File: config.mk
export PLATFORM = sky130hd
export DESIGN_NAME = clint_vec
export DESIGN_NICKNAME = d
export VERILOG_FILES = /design/src/rtl/clint_vec_pkg.sv /design/src/rtl/clint_vec_irq_prio_enc.sv /design/src/rtl/clint_vec.sv
export SDC_FILE = /design/constraint.sdc
export NUM_CORES = 1
export LEC_CHECK = 0
export CAP_MARGIN = 5
export CORE_MARGIN = 5
export CORE_UTILIZATION = 37
export DETAILED_ROUTE_END_ITERATION = 10
export PLACE_DENSITY = 0.82
export SETUP_SLACK_MARGIN = 0.15
export SLEW_MARGIN = 30
export SYNTH_ARGS = -nofsm -noshare
export SYNTH_HDL_FRONTEND = slang
export SYNTH_SLANG_ARGS = --single-unit
File: constraint.sdc
create_clock -name clk -period 4.8 [get_ports clk]
set_clock_uncertainty 0.15 [all_clocks]
set_input_delay 0.48 -clock clk [delete_from_list [all_inputs] [get_ports clk]]
set_output_delay 0.48 -clock clk [all_outputs]
set_load 0.02 [all_outputs]
File: src/rtl/clint_vec_pkg.sv
// Shared definitions for the vectored core-local interrupt controller:
// sequencer states, cause codes, CSR addresses, instruction encodings and
// privilege codes.
package clint_vec_pkg;

  typedef enum logic [2:0] {
    StIdle,
    StMepc,
    StMstatus,
    StMcause,
    StMret
  } state_e;

  // Synchronous exception cause codes
  localparam int unsigned CauseIllegal = 2;
  localparam int unsigned CauseEbreak  = 3;
  localparam int unsigned CauseEcallU  = 8;
  localparam int unsigned CauseEcallM  = 11;

  // CSR addresses
  localparam logic [11:0] CsrMstatus = 12'h300;
  localparam logic [11:0] CsrMepc    = 12'h341;
  localparam logic [11:0] CsrMcause  = 12'h342;

  // Instruction encodings
  localparam logic [31:0] InsEcall     = 32'h0000_0073;
  localparam logic [31:0] InsEbreak    = 32'h0010_0073;
  localparam logic [31:0] InsMret      = 32'h3020_0073;
  localparam logic [6:0]  OpSystem     = 7'b1110011;
  localparam logic [6:0]  OpReg        = 7'b0110011;
  localparam logic [6:0]  Funct7MulDiv = 7'b0000001;

  // Privilege levels
  localparam logic [1:0] PrivU = 2'b00;
  localparam logic [1:0] PrivM = 2'b11;

  // Index width for a vector of n sources; at least one bit.
  function automatic int unsigned idx_width(input int unsigned n);
    return (n > 1) ? $clog2(n) : 1;
  endfunction

endpackage

File: src/rtl/clint_vec_irq_prio_enc.sv
// Fixed-priority encoder: lowest set bit of the masked request vector wins.
// Ports:
//   req_i   - masked interrupt requests
//   valid_o - any request set
//   idx_o   - binary index of the lowest set request
module clint_vec_irq_prio_enc #(
  parameter int unsigned NumIrq = 8,
  parameter int unsigned IdxW   = 3
) (
  input  logic [NumIrq-1:0] req_i,
  output logic              valid_o,
  output logic [IdxW-1:0]   idx_o
);

  always_comb begin
    valid_o = 1'b0;
    idx_o   = '0;
    // Scan downwards so the lowest index is the last (winning) assignment.
    for (int i = NumIrq - 1; i >= 0; i--) begin
      if (req_i[i]) begin
        valid_o = 1'b1;
        idx_o   = IdxW'(i);
      end
    end
  end

endmodule

File: src/rtl/clint_vec.sv
// Core-local interrupt controller with multi-source fixed-priority arbitration.
// Takes sync exceptions, masked level interrupts and mret, sequences the
// mepc/mstatus/mcause writes and redirects the pipeline.
// Ports:
//   clk, rst                    - clock, async active-high reset
//   ins_i, ins_addr_i           - instruction in execute and its address
//   jump_flag_i, jump_addr_i    - execute is jumping, and its target
//   div_req_i, div_busy_i       - divider handshake
//   irq_i                       - level interrupt requests
//   csr_*_i, privilege_i        - current CSR state
//   wr_en_o/addr_o/data_o       - CSR write port
//   wr_privilege_en_o/_o        - privilege update
//   mip_o                       - pending view of irq_i
//   irq_ack_o                   - one-hot acknowledge of the taken source
//   clint_busy_o                - pipeline stall
//   int_assert_o, int_addr_o    - redirect pulse and target
module clint_vec
  import clint_vec_pkg::*;
#(
  parameter int unsigned NUM_IRQ        = 8,
  parameter int unsigned IRQ_CAUSE_BASE = 16,
  parameter int unsigned XLEN           = 32
) (
  input  logic               clk,
  input  logic               rst,
  input  logic [XLEN-1:0]    ins_i,
  input  logic [XLEN-1:0]    ins_addr_i,
  input  logic               jump_flag_i,
  input  logic [XLEN-1:0]    jump_addr_i,
  input  logic               div_req_i,
  input  logic               div_busy_i,
  input  logic [NUM_IRQ-1:0] irq_i,
  input  logic [XLEN-1:0]    csr_mtvec_i,
  input  logic [XLEN-1:0]    csr_mepc_i,
  input  logic [XLEN-1:0]    csr_mstatus_i,
  input  logic [XLEN-1:0]    csr_mie_i,
  input  logic [1:0]         privilege_i,
  output logic               wr_en_o,
  output logic [XLEN-1:0]    wr_addr_o,
  output logic [XLEN-1:0]    wr_data_o,
  output logic               wr_privilege_en_o,
  output logic [1:0]         wr_privilege_o,
  output logic [XLEN-1:0]    mip_o,
  output logic [NUM_IRQ-1:0] irq_ack_o,
  output logic               clint_busy_o,
  output logic               int_assert_o,
  output logic [XLEN-1:0]    int_addr_o
);

  localparam int unsigned IdxW = idx_width(NUM_IRQ);

  state_e              state_q;
  logic [XLEN-1:0]     div_addr_q, cause_q, epc_q;
  logic [IdxW-1:0]     idx_q;
  logic                async_q;
  logic                wr_en_q, wr_priv_en_q, int_assert_q;
  logic [XLEN-1:0]     wr_addr_q, wr_data_q, int_addr_q;
  logic [1:0]          wr_priv_q;
  logic [NUM_IRQ-1:0]  irq_ack_q;

  // Instruction decode
  logic [6:0] opcode, funct7;
  logic [2:0] funct3;
  logic       is_ecall, is_ebreak, is_illegal, is_mret, is_div;
  assign opcode     = ins_i[6:0];
  assign funct3     = ins_i[14:12];
  assign funct7     = ins_i[31:25];
  assign is_ecall   = ins_i[31:0] == InsEcall;
  assign is_ebreak  = ins_i[31:0] == InsEbreak;
  assign is_mret    = ins_i[31:0] == InsMret;
  assign is_illegal = (opcode == OpSystem) && (funct3 != 3'b000) && (privilege_i == PrivU);
  assign is_div     = (opcode == OpReg) && (funct7 == Funct7MulDiv) && funct3[2];

  // Interrupt masking and pending view
  logic [NUM_IRQ-1:0] mie_en;
  logic [XLEN-1:0]    mip;
  always_comb begin
    mip = '0;
    for (int i = 0; i < NUM_IRQ; i++) begin
      mie_en[i]                = csr_mie_i[IRQ_CAUSE_BASE + i];
      mip[IRQ_CAUSE_BASE + i]  = irq_i[i];
    end
  end

  logic            irq_valid;
  logic [IdxW-1:0] irq_idx;
  clint_vec_irq_prio_enc #(
    .NumIrq(NUM_IRQ),
    .IdxW  (IdxW)
  ) u_prio_enc (
    .req_i  (irq_i & mie_en),
    .valid_o(irq_valid),
    .idx_o  (irq_idx)
  );

  // A sync exception waits for jump/div to clear but does not hold off async.
  logic sync_go, async_go, accept;
  assign sync_go  = (is_ecall | is_ebreak | is_illegal) & ~jump_flag_i & ~div_req_i;
  assign async_go = irq_valid & csr_mstatus_i[3];
  assign accept   = (state_q == StIdle) & (sync_go | async_go | is_mret);

  logic [XLEN-1:0] sync_cause, async_code, async_epc;
  always_comb begin
    if (is_ecall)       sync_cause = (privilege_i == PrivM) ? XLEN'(CauseEcallM) : XLEN'(CauseEcallU);
    else if (is_ebreak) sync_cause = XLEN'(CauseEbreak);
    else                sync_cause = XLEN'(CauseIllegal);
    async_code = XLEN'(IRQ_CAUSE_BASE) + XLEN'(irq_idx);
    if (jump_flag_i)                  async_epc = jump_addr_i;
    else if (div_req_i | div_busy_i)  async_epc = div_addr_q;
    else                              async_epc = ins_addr_i;
  end

  // CSR write data and redirect target
  logic [XLEN-1:0] mstatus_entry, mstatus_mret, tvec_base, entry_addr;
  always_comb begin
    mstatus_entry        = csr_mstatus_i;
    mstatus_entry[12:11] = privilege_i;
    mstatus_entry[7]     = csr_mstatus_i[3];
    mstatus_entry[3]     = 1'b0;
    mstatus_mret         = csr_mstatus_i;
    mstatus_mret[3]      = csr_mstatus_i[7];
    mstatus_mret[7]      = 1'b1;
    mstatus_mret[12:11]  = PrivU;
    tvec_base            = {csr_mtvec_i[XLEN-1:2], 2'b00};
    if ((csr_mtvec_i[1:0] == 2'b01) && async_q) begin
      entry_addr = tvec_base + ((XLEN'(IRQ_CAUSE_BASE) + XLEN'(idx_q)) << 2);
    end else begin
      entry_addr = tvec_base;
    end
  end

  always_ff @(posedge clk or posedge rst) begin
    if (rst) begin
      state_q      <= StIdle;
      div_addr_q   <= '0;
      cause_q      <= '0;
      epc_q        <= '0;
      idx_q        <= '0;
      async_q      <= 1'b0;
      wr_en_q      <= 1'b0;
      wr_addr_q    <= '0;
      wr_data_q    <= '0;
      wr_priv_en_q <= 1'b0;
      wr_priv_q    <= PrivM;
      irq_ack_q    <= '0;
      int_assert_q <= 1'b0;
      int_addr_q   <= '0;
    end else begin
      wr_en_q      <= 1'b0;
      wr_addr_q    <= '0;
      wr_data_q    <= '0;
      wr_priv_en_q <= 1'b0;
      irq_ack_q    <= '0;
      int_assert_q <= 1'b0;
      int_addr_q   <= '0;
      if (is_div) div_addr_q <= ins_addr_i;
      case (state_q)
        StIdle: begin
          if (sync_go) begin
            cause_q <= sync_cause;
            epc_q   <= ins_addr_i;
            async_q <= 1'b0;
            state_q <= StMepc;
          end else if (async_go) begin
            cause_q   <= {1'b1, async_code[XLEN-2:0]};
            epc_q     <= async_epc;
            idx_q     <= irq_idx;
            async_q   <= 1'b1;
            irq_ack_q <= NUM_IRQ'(1) << irq_idx;
            state_q   <= StMepc;
          end else if (is_mret) begin
            state_q <= StMret;
          end
        end
        StMepc: begin
          wr_en_q   <= 1'b1;
          wr_addr_q <= XLEN'(CsrMepc);
          wr_data_q <= epc_q;
          state_q   <= StMstatus;
        end
        StMstatus: begin
          wr_en_q      <= 1'b1;
          wr_addr_q    <= XLEN'(CsrMstatus);
          wr_data_q    <= mstatus_entry;
          wr_priv_en_q <= 1'b1;
          wr_priv_q    <= PrivM;
          state_q      <= StMcause;
        end
        StMcause: begin
          wr_en_q      <= 1'b1;
          wr_addr_q    <= XLEN'(CsrMcause);
          wr_data_q    <= cause_q;
          int_assert_q <= 1'b1;
          int_addr_q   <= entry_addr;
          state_q      <= StIdle;
        end
        StMret: begin
          wr_en_q      <= 1'b1;
          wr_addr_q    <= XLEN'(CsrMstatus);
          wr_data_q    <= mstatus_mret;
          wr_priv_en_q <= 1'b1;
          wr_priv_q    <= csr_mstatus_i[12:11];
          int_assert_q <= 1'b1;
          int_addr_q   <= csr_mepc_i;
          state_q      <= StIdle;
        end
        default: state_q <= StIdle;
      endcase
    end
  end

  // int_assert_q covers the final output cycle, when the state is already idle.
  assign clint_busy_o      = ~rst & ((state_q != StIdle) | accept | int_assert_q);
  assign wr_en_o           = wr_en_q;
  assign wr_addr_o         = wr_addr_q;
  assign wr_data_o         = wr_data_q;
  assign wr_privilege_en_o = wr_priv_en_q;
  assign wr_privilege_o    = wr_priv_q;
  assign mip_o             = mip;
  assign irq_ack_o         = irq_ack_q;
  assign int_assert_o      = int_assert_q;
  assign int_addr_o        = int_addr_q;

  // Only the per-source enable bits of mie are looked at.
  logic unused_mie;
  assign unused_mie = ^csr_mie_i;

endmodule

# Word level (Yosys, flattened, before mapping)
# Index checks and enable logic that the tools add are counted.
classes:
  shift: 1
  n_reduce_logical: 16
  addsub: 3
  bitwise: 17
  n_mux: 42
  eq_ne: 13
ops:
  columns: ["operator", "n"]
  rows:
  - ["2-to-1 mux 32 bit", 7]
  - ["case mux 32 bit (4 select lines)", 1]
  - ["case mux 32 bit (2 select lines)", 1]
  - ["2-to-1 mux 3 bit", 11]
  - ["adder 32 x 8 -> 32 bit", 1]
  - ["equality test 32 x 21 -> 1 bit, second input constant", 1]
  - ["equality test 32 x 30 -> 1 bit, second input constant", 1]
  - ["equality test 32 x 7 -> 1 bit, second input constant", 1]
  - ["case mux 10 bit (3 select lines)", 1]
  - ["2-to-1 mux 8 bit", 3]
  - ["2-to-1 mux 1 bit", 14]
  - ["adder 5 x 3 -> 6 bit, first input constant", 2]
  - ["case mux 3 bit (3 select lines)", 1]
  - ["AND 8 bit", 1]
  - ["left shift 1 x 3 -> 8 bit, first input constant", 1]
  - ["equality test 7 x 1 -> 1 bit, second input constant", 1]
  - ["equality test 7 x 6 -> 1 bit, second input constant", 1]
  - ["equality test 7 bit, second input constant", 1]
  - ["OR 1 bit", 7]
  - ["equality test 3 x 2 -> 1 bit, second input constant", 2]
  - ["nonzero test 3 bit", 2]
  - ["AND 1 bit", 5]
  - ["logical AND 1 bit", 5]
  - ["2-to-1 mux 4 bit", 1]
  - ["other kinds (15)", 20]
totals:
  input_bits: 239
  regBits: 212
  out_inout_bits: 142
  elab_cells: 106

# Longest topological paths before layout
# Gate-level depths: netlist (run 1).
depth:
  ltp_word: 16
  mapped_depth: 9
  mapped_depth_nobuf: 9

# By module
# From an unflattened synthesis (run 1), not the netlist that was laid out.
hier_totals:
  hier_cells: 820
  hier_area_um2: 8311.7
modules_own_cells:
  columns: ["module", "area_per_inst_um2", "seq_area_each_um2", "cells_per_inst", "instances"]
  rows:
  - ["clint_vec", 8231.6, 3906.2, 807, 1]
  - ["clint_vec_irq_prio_enc", 80.1, 0.0, 13, 1]

# Worst setup path after synthesis (run 1)
# OpenSTA, ideal clock, no wires.
synth_timing:
  path_kind: "input to output"
  startpoint: "in jump_flag_i"
  endpoint: "out clint_busy_o"
  t_arrival_ps: 2066
  stages: 7
  setup_slack_ps: 2104
  cell_sequence: "buf_2 > nor4_2 > nand2_1 > o31ai_4 > buf_2 > nor2_1 > a31oi_1"
synth_via:
  elab_chain_len: 9
synth_lines:
  columns: ["item", "line", "source"]
  rows:
  - ["start: declaration", "clint_vec.sv:28", "input logic jump_flag_i,"]
  - ["NOT 1 bit", "clint_vec.sv:98", "assign sync_go = (is_ecall | is_ebreak | is_illegal) & ~jump_flag_i & ~div_req_i;"]
  - ["AND 1 bit (2 in a row)", "clint_vec.sv:98", null]
  - ["OR 1 bit (2 in a row)", "clint_vec.sv:100", "assign accept = (state_q == StIdle) & (sync_go | async_go | is_mret);"]
  - ["AND 1 bit", "clint_vec.sv:100", null]
  - ["OR 1 bit (2 in a row)", "clint_vec.sv:213", "assign clint_busy_o = ~rst & ((state_q != StIdle) | accept | int_assert_q);"]
  - ["AND 1 bit", "clint_vec.sv:213", null]
  - ["end: declaration", "clint_vec.sv:45", "output logic clint_busy_o,"]
# Every way passes these cells.

# Worst setup path after layout (run 1)
layout_timing:
  startpoint: "in ins_i[7]"
  endpoint: "out clint_busy_o"
layout_via:
  elab_chain_len: 11
layout_lines:
  columns: ["item", "line", "source"]
  rows:
  - ["start: declaration", "clint_vec.sv:26", "input logic [XLEN-1:0] ins_i,"]
  - ["equality test 32 x 7 -> 1 bit / equality test 32 x 21 -> 1 bit (equally long branches)", "clint_vec.sv:68, clint_vec.sv:69", null]
  - ["OR 1 bit (2 in a row)", "clint_vec.sv:98", null]
  - ["AND 1 bit (2 in a row)", "clint_vec.sv:98", null]
  - ["OR 1 bit", "clint_vec.sv:100", null]
  - ["OR 1 bit *", "clint_vec.sv:100", null]
  - ["AND 1 bit *", "clint_vec.sv:100", null]
  - ["OR 1 bit * (2 in a row)", "clint_vec.sv:213", null]
  - ["AND 1 bit *", "clint_vec.sv:213", null]
# Mark *: on every way between the ends. The rest lies on a longest branch, timed or not.

==> impl_results.md, run 1 <==
* WP data required at 4.17 ns
* Buf+Inv Stages, Crit Path at 2
* Cell Int Power at between 3000 and 4000 uW
* Input/output buffers at 305
* Clk pin slew, worst setup/hold paths at 0.07 ns
* Async S/R FF share, synth at 100.0%
* Rel. slew slack at 41.11%
* Initial cell density of the core at about 38%
* Final Hold Fails at 0
* Cts hold-fix bufs at 0
* Row cnt at between 50 and 60
* GP Congestion at 0.8889
* Area growth syn-to-layout at 48.34%
* Synth warnings at 0
* Fin. max-slew vios at 0
* Multi-input logic area at 3308 um^2
* Hpwl dp at 20.07 mm
* TritonCTS clock tree: done
* Most frequent cells in the layout: clkdlybuf4s50_1 (304), dfrtp_1 (154), nand2_1 (96)
* Largest net degree at the start of global routing at roughly 90
* Number of antenna violations at the first check in global routing at 2
* FF-to-FF Start: idx_q[0]$_DFFE_PP0P_
* Worst slew pin tran at 0.8812 ns
* Drt initial violations at just over 400
* Reg2Reg Depth at 9
* Clock root cell: clkbuf_16
* Placed inst area at 10,770 um^2
* Die area at 23,780 um^2
* Synth Area per Inst at 10.16 um^2
* Most common cell after layout, fill and taps aside: clkdlybuf4s50_1
* Sequential share of power at approximately 37%
* Setup ws final at between 1.5 and 2 ns
* Final Setup Violations at 0
* Worst-path fanout max at 3
* Antenna-violating nets left at 0
* # IOs at 381
* Syn Inst Count at 757
* Fin crit period at 3.245 ns
* Setup TNS at 0 ns
* Worst Path Arrival at 2.61 ns
* CP Launch Type: input port
* GRT Total Usage at 21.24%
* Clock insertion delay at the later pin of the skew report at 0.42 ns
* RSZ-0062 raised after global routing: no
* Instance count on the critical path at 8
* Setup Buffers After CTS at 0
* Clock power frac at a little over a quarter
* #FFs+latches synth at 156
* Pre-CTS WS at 1.535 ns
* CP endpoint kind: primary output
* Drt first pass iters at 6
* Sw frac at 36.15%
* First-pass GRT wire length at 39.43 mm
* Routed WL at approximately 26 mm
* Wire per inst at a little under 20 um
* Distinct cells, synth at 57
* Buffers from clock root to sink, at most at 2
* Total CTS buffers at 17
* Number of global-route vias before repair at 7,156
* Status: finished clean
* Drc violations at 0
* Kind of cell adding the most delay to the critical path: simple AND/OR/NAND/NOR gates
* Critical path class: input port to primary output
* Worst r2r dst: int_addr_o[28]$_DFF_PP0_
* Worst hold path class: input port to asynchronous set/reset pin
* Post-route cell area at 11,410 um^2
* CP max-delay cell: clkdlybuf4s50_1
* Worst R2R Setup Slack at 2.19 ns
* Tcrit/Tclk final at 67.60%
* Grt total ovfl at 0
* Comb power frac at 35.6%
* Core Footprint at 20,360 um^2
* Seq/Total Area, Yosys at 50.76%
* LEAKAGE at 0.004868 uW
* Cts repair resizes at 0
* Sw Pwr at 1811 uW
* CP cell instances: clkdlybuf4s50_1 > nor4_1 > nand4_1 > nor3_1 > and4_1 > nor2_1 > a31oi_1 > buf_4
* Via/cell ratio at a little over 5
* Area of the mapped netlist at about 7700 um^2
* Share of layout cells above drive strength 1 at 9.867%
* Die width at 154.2 um
* Reg area at 3906 um^2
* Critical Path Max Stage Delay at 0.44 ns
* Max-cap viol count at 0
* CTS HTree Levels at 4
* # clock sinks at approximately 160
* VDD IR max at 0.2708 mV
* Achievable Freq at 308.2 MHz
* Number of synthesized flops with an enable pin at 0
* Die Span Y at 154.2 um
* Via count at 6,703
* Ys flop type: dfrtp_1
* Net count, final at 1,284
* Pwr/cell area at 438.9 nW/um^2
* Filler Cell Count at 1,776
## final cells by class
type                    instances  area share, %
flip-flops and latches        156          34.22
multi-input cells             536          28.98
repair buffers                317          27.91
clock buffers                  17          3.727
well taps                     270          2.960
clock inverters                15          1.721
inverters                      13         0.4604
diodes                          1        0.02192
## cells by family (layout without fill, tap and decap cells)
| family | Yosys count | in the layout | synth area share [%] |
|---|---|---|---|
| xor+xnor | 28 | 28 | 3.187 |
| other cells | 1 | 52 | 0.04873 |
| simple gates | 224 | 224 | 13.64 |
| buf+inv | 115 | 362 | 9.138 |
| flops | 156 | 156 | 50.76 |
| mux | 37 | 37 | 5.398 |
| compound gates | 192 | 192 | 17.07 |
| fa+ha+maj | 4 | 4 | 0.7480 |
## worst max-delay path by stage
stage,to,start,slack (ns)
after floorplan,clint_busy_o,jump_flag_i,2.10
after global placement,clint_busy_o,ins_i[7],1.59
after detailed placement,clint_busy_o,jump_flag_i,1.53
after CTS,clint_busy_o,jump_flag_i,1.54
after global routing,clint_busy_o,ins_i[7],1.32
final,clint_busy_o,ins_i[7],1.56
## power groups by stage
| stage | clock (uW) | combinational (uW) | sequential (uW) |
|---|---|---|---|
| floorplan | 0 | 738 | 2070 |
| global placement | 0 | 1760 | 1870 |
| detailed placement | 0 | 1800 | 1880 |
| CTS | 1410 | 1800 | 1860 |
| global route | 1460 | 1920 | 1900 |
| finish | 1370 | 1780 | 1860 |
## per-stage QoR
step | power (uW) | hold slack (ns) | std cells | util (%)
5_1_grt | 5280 | 0.2619 | 1324 | 56.04
2_1_floorplan | 2809 | 0.2886 | 807 | -
6_report | 5010 | 0.2560 | 1325 | 56.05
3_3_place_gp | 3634 | 0.3072 | 1290 | 52.68
3_5_place_dp | 3678 | 0.3155 | 1291 | 52.86
4_1_cts | 5069 | 0.3313 | 1323 | 55.92
## state kept, by name (all words and copies together) (netlist names)
signal	flops
wr_privilege_o	2
div_addr_q	32
state_q	3
int_assert_o	1
irq_ack_o	8
idx_q	3
wr_addr_o	4
wr_en_o	1
wr_data_o	32
cause_q	5
epc_q	32
int_addr_o	32
wr_privilege_en_o	1
## worst reg2reg max path: stages, from the launching register on
cell	delay, ns
dfrtp_1	0.37
ha_1	0.18
inv_1	0.06
fa_1	0.39
nor2b_1	0.18
o21a_1	0.27
o211ai_1	0.25
nor3_1	0.36
xnor2_1	0.17
o21ai_1	0.08
## metal layers
layer	GRT usage (%)	wire (um)	part of all wire [%]	vias to the layer above
li1	-	-	-	3158
met1	23.18	9459	36	3192
met2	38.10	13340	51	330
met3	8.857	2826	11	21
met4	5.551	329	1.3	2
met5	0	13	0.050	-
## synthesized netlist by cell type (all sizes together), types with 5 or more instances
| cell | count | area, um^2 |
|---|---|---|
| xor2 | 6 | 52.55 |
| clkbuf | 26 | 97.59 |
| nor3 | 14 | 80.08 |
| a222oi | 18 | 180.2 |
| inv | 13 | 48.80 |
| a21oi | 22 | 110.1 |
| a22oi | 22 | 165.2 |
| nand4 | 12 | 75.07 |
| buf | 76 | 556.8 |
| o21ai | 75 | 379.1 |
| dfrtp | 154 | 3854 |
| nand3 | 8 | 40.04 |
| a22o | 29 | 254.0 |
| nor2b | 7 | 43.79 |
| and3 | 5 | 31.28 |
| nor2 | 58 | 220.2 |
| xnor2 | 22 | 192.7 |
| mux2 | 36 | 405.4 |
| nand2 | 97 | 366.6 |
| nor4 | 8 | 75.07 |
(Power assumes the default switching activity.)
==> run 2: changes to the inputs <==
Clock period 4.8 ns to 2.7 ns, I/O delays scaled along.
==> run 2 against run 1 <==
Critical path depth grew 1. Sequential cell count unchanged. Sequential share of layout area shrank 1.1 points. Count of clock-buffer cells in the layout stayed put. First-iteration DRC count grew 16%. Global-route usage increased by 0.84 points. Register-to-register slack worse by 1.8 ns. Die area unchanged. Critical path type unchanged. Critical endpoint unchanged. Largest cell class unchanged. Highest routed layer unchanged.
==> impl_results.md, run 2 (synthesized netlist as in run 1, its figures left out) <==
* Status: finished clean
* Comb power frac at 35.8% (+0.2 points)
* Drt initial violations at 475 (+16%)
* Die area at 23,780 um^2 (unchanged)
* Worst R2R Setup Slack at 0.37 ns (-1.82 ns)
* CP cell instances: clkdlybuf4s50_1 > nor4_4 > nand4_1 > buf_6 > nor3_4 > and4_4 > nor2_2 > a31oi_1 > buf_4
* Via count at 6,893 (+2.8%)
* Number of antenna violations at the first check in global routing at 5 (+3)
* RSZ-0062 raised after global routing: yes
* Worst hold path class: input port to asynchronous set/reset pin
* Sw Pwr at 3191 uW (+76%)
* # IOs at 381 (unchanged)
* Worst Path Arrival at 2.11 ns (-0.50 ns)
* Core Footprint at 20,360 um^2 (unchanged)
* Critical path class: input port to primary output
* Wire per inst at 19.69 um (+0.48%)
* # clock sinks at 156 (unchanged)
* Share of layout cells above drive strength 1 at 13.36% (+3.5 points)
* Worst slew pin tran at 0.6169 ns (-0.2643 ns)
* Most frequent cells in the layout: clkdlybuf4s50_1 (285), dfrtp_1 (154), nand2_1 (96)
* Clock power frac at 27.9% (+0.6 points)
* Final Setup Violations at 0 (unchanged)
* Fin crit period at approximately 2.5 ns
* Grt total ovfl at 0 (unchanged)
* Final Hold Fails at 0 (unchanged)
* Input/output buffers at 305 (unchanged)
* Buffers from clock root to sink, at most at 2 (unchanged)
* Via/cell ratio at 5.083 (+0.48%)
* Pwr/cell area at 771.3 nW/um^2 (+76%)
* Fin. max-slew vios at 0 (unchanged)
* Clock insertion delay at the later pin of the skew report at 0.43 ns (about the same)
* Number of global-route vias before repair at 7,263 (+1.5%)
* GRT Total Usage at 22.08% (+0.84 points)
* Die Span Y at 154.2 um (unchanged)
* LEAKAGE at 0.005200 uW (+6.8%)
* Fin util at 57.91% (+1.9 points)
* Achievable Freq at approximately 400 MHz
* Net count, final at 1,315 (+2.4%)
* Cts hold-fix bufs at 0 (unchanged)
* Inst Count DP at 1,317 (+2.0%)
* Critical Path Max Stage Delay at 0.44 ns (about the same)
* Die width at 154.2 um (unchanged)
* Worst Setup SP: ins_i[7]
* Max-cap viol count at 0 (unchanged)
* Cell Int Power at 5905 uW (+85%)
* Setup TNS at 0 ns (unchanged)
* WP data required at 2.28 ns (-1.89 ns)
* Routed WL at 26.70 mm (+2.8%)
* Total CTS buffers at 17 (unchanged)
* Sequential share of power at 36.3% (-0.8 points)
* Sw frac at 35.08% (-1.1 points)
* Drc violations at 0 (unchanged)
* Clock root cell: clkbuf_16
* Rel. slew slack at 58.88% (+18 points)
* Row cnt at 52 (unchanged)
* VDD IR max at 0.4814 mV (+78%)
* CP max-delay cell: clkdlybuf4s50_1
* CP endpoint kind: primary output
* Clk pin slew, worst setup/hold paths at 0.07 ns (about the same)
* First-pass GRT wire length at 41.12 mm (+4.3%)
* Antenna-violating nets left at 0 (unchanged)
* GP Congestion at 0.8911 (+0.25%)
* Tcrit/Tclk final at 93.52%
* Most common cell after layout, fill and taps aside: clkdlybuf4s50_1
* Placed inst area at 10,990 um^2 (+2.1%)
* FF-to-FF Start: idx_q[0]$_DFFE_PP0P_
* TritonCTS clock tree: done
* Fin cells at 1,356 (+2.3%)
* Worst-path fanout max at 3 (unchanged)
* CP Launch Type: input port
* Largest net degree at the start of global routing at 59 (-36%)
* Area growth syn-to-layout at 53.25%
* Drt first pass iters at 9 (+3)
* Hpwl dp at 20.43 mm (+1.8%)
* Post-route cell area at 11,790 um^2 (+3.3%)
* CTS HTree Levels at 4 (unchanged)
* Initial cell density of the core at 37.79% (unchanged)
==> run 2: cell types whose count changed in the layout (fill, tap and decap cells not counted), sizes merged <==
cell           previous run  this run
clkinv                    8         1
clkinvlp                  1         2
bufinv                    0         2
dlymetal6s2s              0        16
clkdlybuf4s50           304       285
inv                      19        23
buf                      13        44
dlygate4sd2               0         3
==> run 2: path summary, 6_finish.rpt <==
kind | end | cells after the start
setup / recovery | clint_busy_o | 9
hold / removal | irq_ack_o[5]$_DFF_PP0_ | 2
setup reg to reg | int_addr_o[20]$_DFF_PP0_ | 10
hold reg to reg | cause_q[3]$_DFFE_PP0P_ | 2
max in group asynchronous | wr_addr_o[0]$_DFF_PP0_ | 3
min in group clk | int_addr_o[19]$_DFF_PP0_ | 3
==> run 2: routing by layer <==
metal | track usage, % | routed length, um | vias to the layer above
met3 | 8.662 | 2819 | 45
met2 | 39.48 | 13730 | 305
met1 | 24.27 | 9577 | 3306
met4 | 6.434 | 529 | 8
met5 | 0 | 46 | -
li1 | - | - | 3229
==> run 2: per-stage QoR <==
step / setup slack, ns / power, uW / hold WS, ns
after floorplan: 0.3087 / 4994 / 0.2368
after global placement: -0.008011 / 6543 / 0.3066
after detailed placement: -0.1408 / 6602 / 0.3106
after CTS: 0.1710 / 9177 / 0.1716
after global routing: 0.08042 / 9606 / 0.2104
final: 0.1749 / 9096 / 0.1535
==> run 2: cell type report <==
type,instances,area (um^2)
Clock inverter,15,190.2
Inverter,13,52.55
Multi-Input combinational cell,536,3390
Sequential cell,156,3906
Tap cell,270,337.8
Fill cell,1692,8572
Antenna cell,1,2.502
Timing Repair Buffer,348,3488
Clock buffer,17,425.4
==> run 2: power by group through the flow <==
stage          clock network (uW)  logic (uW)  registers, uW
5_1_grt                      2680        3540           3390
3_5_place_dp                    0        3250           3350
4_1_cts                      2580        3280           3310
6_report                     2530        3260           3300
3_3_place_gp                    0        3200           3340
2_1_floorplan                   0        1310           3680
==> run 2: worst max-delay path: cells and delay by family <==
| family | cells | cell delay, ns |
|---|---|---|
| AO/OA/AOI/OAI | 1 | 0.16 |
| buffers and inverters | 3 | 0.79 |
| AND/OR/NAND/NOR | 5 | 0.88 |
==> run 2: what timing repair did <==
item / in CTS / in global routing
buffers inserted: 2 / 4
pin swaps: 9 / 10
resized for setup: 14 / 23
endpoints found under the setup margin: 1 / 2
